[src/rtl/stage_sequencer_if.sv]
// Purpose: bundles the start/stall control and the read/write stage schedule
//          produced by stage_sequencer.
// Ports (signals):
//   start, stall          - pass control from the top-level sequencing logic
//   rd_stage/step/valid   - live read schedule
//   rd_lstep              - last step of the current read stage
//   wr_stage/valid/lstep  - read schedule delayed to match the datapath
//   busy, done            - pass status; done is a one-cycle pulse
// Modports: master = sequencer side, slave = controller/consumer side.
interface stage_sequencer_if #(
  parameter int N_STEP = 8
);
  localparam int SW = (N_STEP > 2) ? $clog2(N_STEP) : 1;

  logic          start;
  logic          stall;
  logic [3:0]    rd_stage;
  logic [SW-1:0] rd_step;
  logic          rd_valid;
  logic          rd_lstep;
  logic [3:0]    wr_stage;
  logic          wr_valid;
  logic          wr_lstep;
  logic          busy;
  logic          done;

  modport master (
    input  start, stall,
    output rd_stage, rd_step, rd_valid, rd_lstep,
    output wr_stage, wr_valid, wr_lstep, busy, done
  );

  modport slave (
    output start, stall,
    input  rd_stage, rd_step, rd_valid, rd_lstep,
    input  wr_stage, wr_valid, wr_lstep, busy, done
  );
endinterface

[src/rtl/stage_sequencer.sv]
// Purpose: walks read stages 0..N_STAGE-1 of N_STEP cycles each and produces a
//          write-side copy of the schedule delayed by WR_LAG advancing cycles.
// Ports:
//   clk  - rising-edge clock
//   rst  - synchronous active-high reset, highest priority
//   bus  - stage_sequencer_if master: start/stall in, rd_*/wr_*/busy/done out
//
// state | meaning
// ------+-------------------------------------------------------------
// IDLE  | waiting for start; all outputs 0
// RUN   | read schedule live, step/stage counters advance when !stall
// DRAIN | read side off, delay pipeline flushes WR_LAG advancing cycles
// DONE  | one-cycle done pulse, start ignored, back to IDLE
module stage_sequencer #(
  parameter int N_STEP  = 8,
  parameter int N_STAGE = 12,
  parameter int WR_LAG  = 2
) (
  input  logic              clk,
  input  logic              rst,
  stage_sequencer_if.master bus
);
  localparam int SW = (N_STEP > 2) ? $clog2(N_STEP) : 1;
  localparam int DW = (WR_LAG > 2) ? $clog2(WR_LAG) : 1;

  localparam logic [SW-1:0] LAST_STEP  = SW'(N_STEP - 1);
  localparam logic [3:0]    LAST_STAGE = 4'(N_STAGE - 1);
  localparam logic [DW-1:0] DRAIN_LOAD = DW'(WR_LAG - 1);

  localparam logic [1:0] S_IDLE  = 2'd0;
  localparam logic [1:0] S_RUN   = 2'd1;
  localparam logic [1:0] S_DRAIN = 2'd2;
  localparam logic [1:0] S_DONE  = 2'd3;

  logic [1:0]    state;
  logic [SW-1:0] step;
  logic [3:0]    stage;
  logic          valid;
  logic [DW-1:0] drain_cnt;
  // each entry is {valid, stage, lstep}; zeros whenever valid is 0
  logic [5:0]    pipe [WR_LAG];
  logic          lstep;
  logic          busy;
  logic          hold;

  assign lstep = valid && (step == LAST_STEP);
  assign busy  = (state == S_RUN) || (state == S_DRAIN);
  // stall only freezes an active pass
  assign hold  = bus.stall && busy;

  always_ff @(posedge clk) begin
    if (rst) begin
      state     <= S_IDLE;
      step      <= '0;
      stage     <= '0;
      valid     <= 1'b0;
      drain_cnt <= '0;
      for (int i = 0; i < WR_LAG; i++) pipe[i] <= '0;
    end else if (!hold) begin
      pipe[0] <= {valid, stage, lstep};
      for (int i = 1; i < WR_LAG; i++) pipe[i] <= pipe[i-1];

      case (state)
        S_IDLE: begin
          if (bus.start) begin
            state <= S_RUN;
            valid <= 1'b1;
            step  <= '0;
            stage <= '0;
          end
        end
        S_RUN: begin
          if (step == LAST_STEP) begin
            step <= '0;
            if (stage == LAST_STAGE) begin
              state     <= S_DRAIN;
              valid     <= 1'b0;
              stage     <= '0;
              drain_cnt <= DRAIN_LOAD;
            end else begin
              stage <= stage + 4'd1;
            end
          end else begin
            step <= step + 1'b1;
          end
        end
        S_DRAIN: begin
          if (drain_cnt == '0) state <= S_DONE;
          else                 drain_cnt <= drain_cnt - 1'b1;
        end
        S_DONE:  state <= S_IDLE;
        default: state <= S_IDLE;
      endcase
    end
  end

  assign bus.rd_stage = stage;
  assign bus.rd_step  = step;
  assign bus.rd_valid = valid;
  assign bus.rd_lstep = lstep;
  assign bus.wr_valid = pipe[WR_LAG-1][5];
  assign bus.wr_stage = pipe[WR_LAG-1][4:1];
  assign bus.wr_lstep = pipe[WR_LAG-1][0];
  assign bus.busy     = busy;
  assign bus.done     = (state == S_DONE);
endmodule
[src/flat_wrapper.sv]
// flat-port wrapper written by rule: the top's interface ports become plain ports
module stage_sequencer_flat 
#(
  parameter int N_STEP  = 8,
  parameter int N_STAGE = 12,
  parameter int WR_LAG  = 2
)
  (clk, rst, bus_start, bus_stall, bus_rd_stage, bus_rd_step, bus_rd_valid, bus_rd_lstep, bus_wr_stage, bus_wr_valid, bus_wr_lstep, bus_busy, bus_done);
  stage_sequencer_if #(.N_STEP(N_STEP)) bus_i ();
  input  logic clk;
  input  logic rst;
  input wire logic [$bits(bus_i.start)-1:0] bus_start;
  input wire logic [$bits(bus_i.stall)-1:0] bus_stall;
  output wire logic [$bits(bus_i.rd_stage)-1:0] bus_rd_stage;
  output wire logic [$bits(bus_i.rd_step)-1:0] bus_rd_step;
  output wire logic [$bits(bus_i.rd_valid)-1:0] bus_rd_valid;
  output wire logic [$bits(bus_i.rd_lstep)-1:0] bus_rd_lstep;
  output wire logic [$bits(bus_i.wr_stage)-1:0] bus_wr_stage;
  output wire logic [$bits(bus_i.wr_valid)-1:0] bus_wr_valid;
  output wire logic [$bits(bus_i.wr_lstep)-1:0] bus_wr_lstep;
  output wire logic [$bits(bus_i.busy)-1:0] bus_busy;
  output wire logic [$bits(bus_i.done)-1:0] bus_done;
  assign bus_i.start = bus_start;
  assign bus_i.stall = bus_stall;
  assign bus_rd_stage = bus_i.rd_stage;
  assign bus_rd_step = bus_i.rd_step;
  assign bus_rd_valid = bus_i.rd_valid;
  assign bus_rd_lstep = bus_i.rd_lstep;
  assign bus_wr_stage = bus_i.wr_stage;
  assign bus_wr_valid = bus_i.wr_valid;
  assign bus_wr_lstep = bus_i.wr_lstep;
  assign bus_busy = bus_i.busy;
  assign bus_done = bus_i.done;
  stage_sequencer #(.N_STEP(N_STEP), .N_STAGE(N_STAGE), .WR_LAG(WR_LAG)) u_core (.clk(clk), .rst(rst), .bus(bus_i));
endmodule
[config.mk]
export PLATFORM = sky130hd
export DESIGN_NAME = stage_sequencer_flat
export DESIGN_NICKNAME = d
export VERILOG_FILES = /design/src/rtl/stage_sequencer_if.sv /design/src/rtl/stage_sequencer.sv /design/src/flat_wrapper.sv
export SDC_FILE = /design/constraint.sdc
export NUM_CORES = 1
export LEC_CHECK = 0
export CAP_MARGIN = 10
export CORE_MARGIN = 2
export CORE_UTILIZATION = 50
export CTS_CLUSTER_DIAMETER = 200
export DETAILED_ROUTE_END_ITERATION = 7
export PLACE_DENSITY_LB_ADDON = 0.1
export SLEW_MARGIN = 20
export SYNTH_ARGS = -nofsm -noshare
export SYNTH_HDL_FRONTEND = slang
export SYNTH_SLANG_ARGS = --single-unit
[constraint.sdc]
create_clock -name clk -period 3.6 [get_ports clk]
set_input_delay 0.72 -clock clk [delete_from_list [all_inputs] [get_ports clk]]
set_output_delay 0.72 -clock clk [all_outputs]
set_load 0.1 [all_outputs]
==> key figures, run 1 <==
Layout
  – Total Nets Final: approximately 140
  – Non-Filler Cell Area, Final: 1370 um^2
  – Antenna diode count: 0
  – Filler cell count in the final layout: slightly above 200
  – Syn-to-layout area delta: 13.9%
  – Share of final-layout standard cells stronger than drive strength 1: 11.2%
  – Multi-input gate area: ~520 um^2
  – Sequential cell area: a little under 600 um^2

Yosys
  – Commonest register cell after synthesis: sky130_fd_sc_hd__edfxtp_1
  – Yosys warns: 0
  – Count of flip-flops with a built-in enable after synthesis: 12
  – Sequential share of the synthesized area: between 40% and 50%
  – Share of async-settable or async-resettable flops after synthesis: 0%
  – Combined area of all synthesized cells: ~1200 um^2
  – Library cell with the largest summed area after synthesis: sky130_fd_sc_hd__edfxtp_1
  – Share of the synthesized area in the top cell type: approximately 30%
  – Distinct cells, synth: 37
  – Register bit total from synthesis: 23
  – Synth area leaders: sky130_fd_sc_hd__edfxtp_1 30%, sky130_fd_sc_hd__dfxtp_1 18%, sky130_fd_sc_hd__ha_1 8.3%, sky130_fd_sc_hd__and2_1 6.2%, sky130_fd_sc_hd__a21oi_1 2.9%
  – Syn_nets: 123
  – Post-synthesis cell count: ~110
  – Synth Area per Inst: 10.8 um^2

Clock tree
  – Hold buffers post-CTS: 0
  – Clock-pin slew reported for the worst setup and hold paths after clock tree synthesis: between 0.1 and 0.15 ns
  – Clock tree root buffer cell: sky130_fd_sc_hd__clkbuf_4
  – Number of sinks handled by clock tree synthesis: 23
  – Clock tree buffer depth: 2
  – Post-CTS repair timing setup buffer count: 0
  – TritonCTS Buffers: 3
  – Number of levels in the clock H-tree: 1
  – Quantity of gates resized following cts: 0
  – Clock tree from TritonCTS: yes
  – Clock insertion delay at the later pin of the skew report: 0.30 ns

Floorplan
  – Area enclosed by the die boundary: approximately 2800 um^2
  – Top-level I/O count: 21
  – Horiz. Die Dim: 53.0 um
  – Starting density of the core: between 50% and 60%
  – Chip height: about 53 um
  – Total core area: 2230 um^2
  – Count of standard-cell rows: 17

Timing
  – Clk_skew: between 0.001 and 0.0015 ns
  – Number of slew-limit violations in the final report: 0
  – Slew margin rel.: 35.1%
  – Worst-Margin Slew: slightly below 1 ns
  – Shortest clock period the worst path allows after layout: around 2.6 ns
  – Final-report hold violation count: 0
  – Setup TNS: 0 ns
  – Final-report setup violation count: 0
  – RSZ-0062 raised after global routing: false
  – Period utilisation layout: between 70 and 80%
  – Highest achievable clock rate: roughly 380 MHz

Global routing
  – Final global-route overflow total: 0
  – First-pass GRT wire length: 3310 um
  – Pin count of the biggest net entering global routing: 17
  – Number of global-route vias before repair: between 700 and 800
  – Number of antenna violations at the first check in global routing: 0
  – All-Layer GR Usage: roughly 16%

Detailed routing
  – Post-DR wirelength/cell: 12.6 um
  – Total number of vias: 805
  – Drt via density: ~5.3
  – Total routed wirelength: 1940 um
  – Remaining antenna violation count: 0
  – Detailed-route DRC error count: 0
  – Number of design-rule violations left by the first detailed-router iteration: 9
  – Pre-antenna DRT Iters: 4

Placed design
  – Area post-placement: 1340 um^2
  – Last weighted congestion value of the routability-driven placer: 0.807
  – Detail Placement HPWL: approximately 1400 um
  – Count of input and output buffers: 20

Setup path
  – Worst Reg-to-Reg Cells: 6
  – Required time at the worst-slack endpoint: 2.88 ns
  – Cell breakdown of the critical path: clkdlybuf4s50_1
  – Data arrival time of the worst path: 1.91 ns
  – Category of cells accounting for the largest share of critical-path delay: buffers and inverters
  – Type of destination of the critical path: output port
  – Startpoint Class: flop
  – Total stage count of the critical path: 1
  – Crit path max-delay cell type: sky130_fd_sc_hd__clkdlybuf4s50_1
  – Maximum fanout count along the critical path: 5
  – Delay of the slowest critical-path stage: between 1 and 1.5 ns
  – Startpoint-to-endpoint class of the critical path: reg2out
  – Bufs and invs on worst path: 1

Hold path
  – WHS Path Cells: 2
  – Worst Hold Class: reg2reg

Pwr
  – Power per unit of standard cell area: between 800 and 900 nW/um^2
  – Standby leakage power: approximately 0.00054 uW
  – Peak supply drop: approximately 0.50 mV

Run status
  – Status: complete, no violations

Run
  – Number of violations of the max-capacitance limit: 0
==> power by group <==
| part | leakage (uW) | internal, uW | switching, uW | total [uW] |
|---|---|---|---|---|
| clock | 0.0000150 | 43.1 | 70.9 | 114 |
| sequential | 0.000233 | 345 | 28.7 | 374 |
| combinational | 0.000293 | 160 | 460 | 620 |
| total | 0.000541 | 548 | 560 | 1110 |
==> routing by layer <==
metal / up-vias / GRT usage [%] / routed length (um)
li1: 415 / - / -
met1: 376 / 22.4 / 975
met2: 12 / 24.6 / 889
met3: 2 / 3.39 / 55
met4: 0 / 6.41 / 14
met5: - / 0 / 0
==> sequential cells by signal, indices dropped and copies added, names as in the netlist <==
name / cells
u_core.drain_cnt: 1
u_core.state: 2
u_core.bus.rd_stage: 4
u_core.bus.rd_valid: 1
u_core.bus.rd_step: 3
u_core.pipe: 12
==> cell type report <==
cell class	count	area share (%)
Sequential cell	23	42.4
Inverter	5	1.37
Multi-Input combinational cell	73	37.7
Timing Repair Buffer	20	14.1
Tap cell	28	2.56
Clock buffer	4	1.92
==> logic make-up (layout without fill, tap and decap cells) <==
logic type | after synthesis | in the layout | synth area share (%)
flops | 23 | 23 | 48.3
fa+ha+maj | 8 | 8 | 8.32
compound gates | 18 | 18 | 10.6
simple gates | 45 | 45 | 22.4
buf+inv | 15 | 29 | 8.74
mux | 2 | 2 | 1.66
==> placed cells by master, fill, tap and decap left out, types with 2 or more instances in the layout <==
| cell type | instances |
|---|---|
| sky130_fd_sc_hd__mux2i_1 | 2 |
| sky130_fd_sc_hd__buf_4 | 3 |
| sky130_fd_sc_hd__nor3_1 | 2 |
| sky130_fd_sc_hd__edfxtp_1 | 12 |
| sky130_fd_sc_hd__nor2_1 | 8 |
| sky130_fd_sc_hd__o21ai_0 | 4 |
| sky130_fd_sc_hd__clkbuf_4 | 3 |
| sky130_fd_sc_hd__clkdlybuf4s50_1 | 17 |
| sky130_fd_sc_hd__nor2b_1 | 2 |
| sky130_fd_sc_hd__ha_1 | 8 |
| sky130_fd_sc_hd__dfxtp_1 | 11 |
| sky130_fd_sc_hd__nand3_1 | 4 |
| sky130_fd_sc_hd__nand3b_1 | 2 |
| sky130_fd_sc_hd__and2_1 | 12 |
| sky130_fd_sc_hd__inv_1 | 5 |
| sky130_fd_sc_hd__a21oi_1 | 7 |
| sky130_fd_sc_hd__nand2_1 | 3 |
| sky130_fd_sc_hd__or2b_2 | 2 |
==> cells in the mapped netlist (all sizes together), types with 3 or more instances <==
library cell	n
o21ai	5
and2	14
buf	8
nand2	3
a21oi	7
ha	8
edfxtp	12
or2b	3
nand3	4
nor2	8
dfxtp	11
inv	5
==> path summary, 6_finish.rpt <==
path	endpoint	startpoint	slack (ns)
worst max-delay path	bus_rd_stage[3]	u_core.bus.rd_stage[3]$_SDFFE_PP0P_	0.97
worst min-delay path	u_core.drain_cnt$_SDFFE_PP0P_	u_core.drain_cnt$_SDFFE_PP0P_	0.51
worst max register to register	u_core.bus.rd_stage[3]$_SDFFE_PP0P_	u_core.state[1]$_SDFFE_PP0P_	1.71
worst min register to register	u_core.drain_cnt$_SDFFE_PP0P_	u_core.drain_cnt$_SDFFE_PP0P_	0.51
==> metrics by stage <==
stage / worst slack, ns / util, % / hold slack (ns) / instances / total power [uW]
5_1_grt: 0.903 / 61.3 / 0.542 / 153 / 1170
2_1_floorplan: 0.708 / - / 0.475 / 111 / 935
3_3_place_gp: 1.19 / 60.2 / 0.485 / 149 / 994
3_5_place_dp: 1.13 / 60.2 / 0.494 / 149 / 1000
4_1_cts: 0.959 / 61.3 / 0.518 / 153 / 1120
6_report: 0.970 / 61.3 / 0.512 / 153 / 1110
Note: power is estimated with default switching activity, not from simulation.
==> run 2, diff against run 1 <==
==> constraint.sdc (replaced) <==
create_clock -name clk -period 2.5 [get_ports clk]
set_input_delay 0.5 -clock clk [delete_from_list [all_inputs] [get_ports clk]]
set_output_delay 0.5 -clock clk [all_outputs]
set_load 0.1 [all_outputs]
==> key figures, run 2 (same netlist as run 1, synthesis figures left out) <==
Run status
  – Status: complete, no violations

Clock tree
  – Clock tree from TritonCTS: yes
  – Post-CTS repair timing setup buffer count: 0
  – Quantity of gates resized following cts: 0
  – Number of sinks handled by clock tree synthesis: 23
  – Hold buffers post-CTS: 0
  – Clock insertion delay at the later pin of the skew report: between 0.3 and 0.4 ns
  – Clock tree buffer depth: 2
  – Clock tree root buffer cell: sky130_fd_sc_hd__clkbuf_4
  – TritonCTS Buffers: 3
  – Number of levels in the clock H-tree: 1
  – Clock-pin slew reported for the worst setup and hold paths after clock tree synthesis: 0.13 ns

Detailed routing
  – Post-DR wirelength/cell: roughly 13 um
  – Total number of vias: ~800
  – Total routed wirelength: around 2000 um
  – Detailed-route DRC error count: 0
  – Number of design-rule violations left by the first detailed-router iteration: 4
  – Drt via density: 5.18
  – Remaining antenna violation count: 0
  – Pre-antenna DRT Iters: 3

Layout
  – Most frequent standard cell in the layout excluding fill and tap cells: sky130_fd_sc_hd__buf_4
  – Total Nets Final: 140
  – Share of final-layout standard cells stronger than drive strength 1: about a quarter
  – Antenna diode count: 0
  – Commonest cells after routing, fill and taps aside: 18 x sky130_fd_sc_hd__buf_4, 12 x sky130_fd_sc_hd__edfxtp_1, 11 x sky130_fd_sc_hd__and2_1, 11 x sky130_fd_sc_hd__dfxtp_1
  – Non-Filler Instances: between 150 and 200
  – Sequential cell area: 581 um^2
  – Filler cell count in the final layout: about 190
  – Syn-to-layout area delta: 13.5%
  – Most flop-heavy register: u_core.pipe
  – Number of flip-flops under the largest register name: 12
  – Multi-input gate area: 518 um^2

Timing
  – Number of slew-limit violations in the final report: 0
  – Worst-Margin Slew: 0.472 ns
  – Clk_skew: 0.0112 ns
  – Setup TNS: 0 ns
  – Period utilisation layout: 79.7%
  – Slew margin rel.: 68.6%
  – Highest achievable clock rate: approximately 500 MHz
  – Final-report hold violation count: 0
  – Final WS setup: 0.508 ns
  – Shortest clock period the worst path allows after layout: between 1.5 and 2 ns
  – RSZ-0062 raised after global routing: false
  – Final-report setup violation count: 0

Pwr
  – Standby leakage power: between 0.0005 and 0.0006 uW
  – Power per unit of standard cell area: between 1000 and 1500 nW/um^2
  – Peak supply drop: 0.954 mV

Setup path
  – Data arrival time of the worst path: ~1.5 ns
  – Required time at the worst-slack endpoint: about 2.0 ns
  – Maximum fanout count along the critical path: 4
  – Startpoint-to-endpoint class of the critical path: reg2out
  – Startpoint Class: flop
  – Crit path max-delay cell type: sky130_fd_sc_hd__dfxtp_1
  – Type of destination of the critical path: output port
  – Cell breakdown of the critical path: ha_1, ha_1, and2_2, buf_12
  – Delay of the slowest critical-path stage: about 0.36 ns
  – Most prevalent standard cell on the critical path: sky130_fd_sc_hd__ha_1

Floorplan
  – Chip height: around 53 um
  – Total core area: between 2000 and 2500 um^2
  – Top-level I/O count: 21
  – Area enclosed by the die boundary: around 2800 um^2
  – Starting density of the core: 53.8%
  – Count of standard-cell rows: 17
  – Horiz. Die Dim: ~53 um

Run
  – Number of violations of the max-capacitance limit: 0

Global routing
  – Number of antenna violations at the first check in global routing: 0
  – All-Layer GR Usage: 16.9%
  – First-pass GRT wire length: 3480 um
  – Number of global-route vias before repair: 817
  – Pin count of the biggest net entering global routing: 14
  – Final global-route overflow total: 0

Placed design
  – DP Cell Count: between 150 and 200
  – Detail Placement HPWL: roughly 1400 um
  – Last weighted congestion value of the routability-driven placer: between 0.7 and 0.8
  – Setup slack at placement: 0.393 ns
  – Count of input and output buffers: 20

Hold path
  – Worst Hold Class: reg2reg
==> run 2: cell count changes in the layout (fill, tap and decap cells not counted), sizes merged <==
cell           before  now
clkinv              0    1
clkdlybuf4s50      17    3
clkbuf              4    3
buf                 3   19
==> run 2: layout make-up <==
cell class	count	area share [%]
inverter	5	1.37
sequential	23	42.5
tap	28	2.57
multi-input combinational	73	37.9
clock buffer	3	1.65
timing repair buffer	22	13.6
clock inverter	1	0.367
==> run 2: routing by layer <==
metal / track usage (%) / up-vias / routed length, um
met4: 7.26 / 0 / 14
met5: 0 / - / 0
met2: 29.6 / 10 / 1030
met3: 2.54 / 2 / 52
li1: - / 413 / -
met1: 20.4 / 378 / 907
==> run 2: power breakdown <==
group / internal, uW / switching (uW) / leakage [uW]
Combinational: 221 / 672 / 0.000334
Sequential: 497 / 42.0 / 0.000233
Clock: 59.7 / 112 / 0.0000177
==> run 2: final timing paths <==
path,startpoint,slack [ns],to,cells after the start
hold / removal,u_core.bus.rd_stage[1]$_SDFFE_PP0P_,0.51,u_core.bus.rd_stage[1]$_SDFFE_PP0P_,2
hold reg to reg,u_core.bus.rd_stage[1]$_SDFFE_PP0P_,0.51,u_core.bus.rd_stage[1]$_SDFFE_PP0P_,2
setup / recovery,u_core.bus.rd_step[0]$_SDFFE_PP0P_,0.51,bus_rd_lstep,4
setup reg to reg,u_core.state[1]$_SDFFE_PP0P_,0.65,u_core.bus.rd_stage[3]$_SDFFE_PP0P_,6
==> run 2: metrics by stage <==
stage          hold WS [ns]  util, %  total power (uW)  instance area [um^2]
2_1_floorplan         0.475        -              1350                  1200
3_3_place_gp          0.491     59.9              1420                  1340
3_5_place_dp          0.497     59.9              1440                  1340
4_1_cts               0.515     61.1              1610                  1370
5_1_grt               0.535     61.1              1690                  1370
6_report              0.511     61.1              1600                  1370
==> run 2: worst max-delay path: cells and delay by family (launching register included) <==
family        cells  cell delay [ns]
flops             1             0.36
buf+inv           1             0.17
fa+ha+maj         2             0.42
simple gates      1             0.23
==> run 3, diff against run 2 <==
==> constraint.sdc (replaced) <==
create_clock -name clk -period 2.05 [get_ports clk]
set_input_delay 0.41 -clock clk [delete_from_list [all_inputs] [get_ports clk]]
set_output_delay 0.41 -clock clk [all_outputs]
set_load 0.1 [all_outputs]
==> key figures, run 3 (same netlist as run 1, synthesis figures left out) <==
Clock tree
  – Clock tree root buffer cell: sky130_fd_sc_hd__clkbuf_4
  – TritonCTS Buffers: 3
  – Clock insertion delay at the later pin of the skew report: around 0.31 ns
  – Hold buffers post-CTS: 0
  – Clock tree buffer depth: 2
  – Clock tree from TritonCTS: yes
  – Quantity of gates resized following cts: 0
  – Post-CTS repair timing setup buffer count: 0
  – Number of sinks handled by clock tree synthesis: 23
  – Number of levels in the clock H-tree: 1
  – Clock-pin slew reported for the worst setup and hold paths after clock tree synthesis: about 0.13 ns

Pwr
  – Standby leakage power: ~0.0006 uW
  – Power per unit of standard cell area: 1430 nW/um^2
  – Peak supply drop: approximately 1.2 mV

Run
  – Number of violations of the max-capacitance limit: 0

Detailed routing
  – Total routed wirelength: slightly above 2000 um
  – Remaining antenna violation count: 0
  – Drt via density: approximately 5.3
  – Total number of vias: 829
  – Detailed-route DRC error count: 0
  – Post-DR wirelength/cell: 13.1 um
  – Pre-antenna DRT Iters: 4
  – Number of design-rule violations left by the first detailed-router iteration: 13

Floorplan
  – Area enclosed by the die boundary: approximately 2800 um^2
  – Count of standard-cell rows: 17
  – Starting density of the core: between 50% and 60%
  – Chip height: around 53 um
  – Total core area: 2230 um^2
  – Top-level I/O count: 21
  – Horiz. Die Dim: around 53 um

Placed design
  – Last weighted congestion value of the routability-driven placer: ~0.77
  – Setup slack at placement: 0.134 ns
  – Count of input and output buffers: 20
  – Detail Placement HPWL: 1500 um
  – Area post-placement: 1390 um^2

Timing
  – Setup TNS: 0 ns
  – RSZ-0062 raised after global routing: false
  – Highest achievable clock rate: between 500 and 600 MHz
  – Number of slew-limit violations in the final report: 0
  – Final WS setup: about 0.17 ns
  – Period utilisation layout: about nine tenths
  – Clk_skew: about 0.0065 ns
  – Final-report hold violation count: 0
  – Final-report setup violation count: 0
  – Shortest clock period the worst path allows after layout: 1.88 ns
  – Worst-Margin Slew: 0.476 ns
  – Slew margin rel.: between 60% and 70%

Layout
  – Total Nets Final: between 100 and 150
  – Most frequent standard cell in the layout excluding fill and tap cells: sky130_fd_sc_hd__buf_4
  – Multi-input gate area: between 500 and 600 um^2
  – Most flop-heavy register: u_core.pipe
  – Number of flip-flops under the largest register name: 12
  – Syn-to-layout area delta: 17.9%
  – Filler cell count in the final layout: around 190
  – Non-Filler Cell Area, Final: around 1400 um^2
  – Antenna diode count: 0
  – Commonest cells after routing, fill and taps aside: 17 x sky130_fd_sc_hd__buf_4, 12 x sky130_fd_sc_hd__edfxtp_1, 11 x sky130_fd_sc_hd__and2_1
  – Sequential cell area: 588 um^2
  – Share of final-layout standard cells stronger than drive strength 1: a little under a third

Setup path
  – Startpoint Class: flop
  – Startpoint-to-endpoint class of the critical path: reg2reg
  – Type of destination of the critical path: flop
  – Data arrival time of the worst path: 2.09 ns
  – Maximum fanout count along the critical path: 11
  – Required time at the worst-slack endpoint: 2.26 ns

Global routing
  – Pin count of the biggest net entering global routing: 14
  – Number of global-route vias before repair: between 700 and 800
  – All-Layer GR Usage: between 10% and 20%
  – Final global-route overflow total: 0
  – Number of antenna violations at the first check in global routing: 0
  – First-pass GRT wire length: 3240 um

Run status
  – Status: complete, no violations

Hold path
  – Worst Hold Class: reg2reg
==> run 3: routing by layer <==
metal	GRT usage [%]	share of wire, %	vias to the layer above	wire (um)
li1	-	-	415	-
met1	19.8	45	387	922
met2	25.2	49	23	1000
met3	2.82	4.1	4	84
met4	9.40	1.4	0	29
met5	0	0	-	0
==> run 3: stage by stage <==
step | util, % | hold slack (ns) | total power (uW) | std cells
finish | 63.5 | 0.494 | 2030 | 156
detailed placement | 62.2 | 0.481 | 1840 | 152
global placement | 62.2 | 0.486 | 1820 | 152
CTS | 63.5 | 0.499 | 2050 | 156
global route | 63.5 | 0.531 | 2130 | 156
floorplan | - | 0.475 | 1680 | 111
==> run 3: power by group <==
group / internal (uW) / switching [uW]
clock: 72.9 / 135
combinational: 337 / 824
sequential: 608 / 53.4
==> run 3: layout make-up <==
class | instances | area share [%]
flip-flops and latches | 23 | 41.5
clock inverters | 1 | 0.353
clock buffers | 3 | 1.59
repair buffers | 23 | 15.4
well taps | 28 | 2.47
inverters | 5 | 1.32
multi-input cells | 73 | 37.4
==> run 3: worst paths after layout <==
path                                                          start                                  end  cells after the start  slack (ns)
worst max-delay path                   u_core.state[1]$_SDFFE_PP0P_  u_core.bus.rd_stage[3]$_SDFFE_PP0P_                      6        0.17
worst min-delay path            u_core.bus.rd_stage[1]$_SDFFE_PP0P_  u_core.bus.rd_stage[1]$_SDFFE_PP0P_                      2        0.49
worst max register to register         u_core.state[1]$_SDFFE_PP0P_  u_core.bus.rd_stage[3]$_SDFFE_PP0P_                      6        0.17
worst min register to register  u_core.bus.rd_stage[1]$_SDFFE_PP0P_  u_core.bus.rd_stage[1]$_SDFFE_PP0P_                      2        0.49
==> run 3: critical path, stage by stage, from the launching register on <==
cell and delay (ns):
sky130_fd_sc_hd__dfxtp_1 0.37, sky130_fd_sc_hd__inv_1 0.14, sky130_fd_sc_hd__ha_1 0.38, sky130_fd_sc_hd__mux2i_1 0.22, sky130_fd_sc_hd__or3_4 0.41, sky130_fd_sc_hd__a22oi_2 0.19
sky130_fd_sc_hd__a21oi_1 0.07
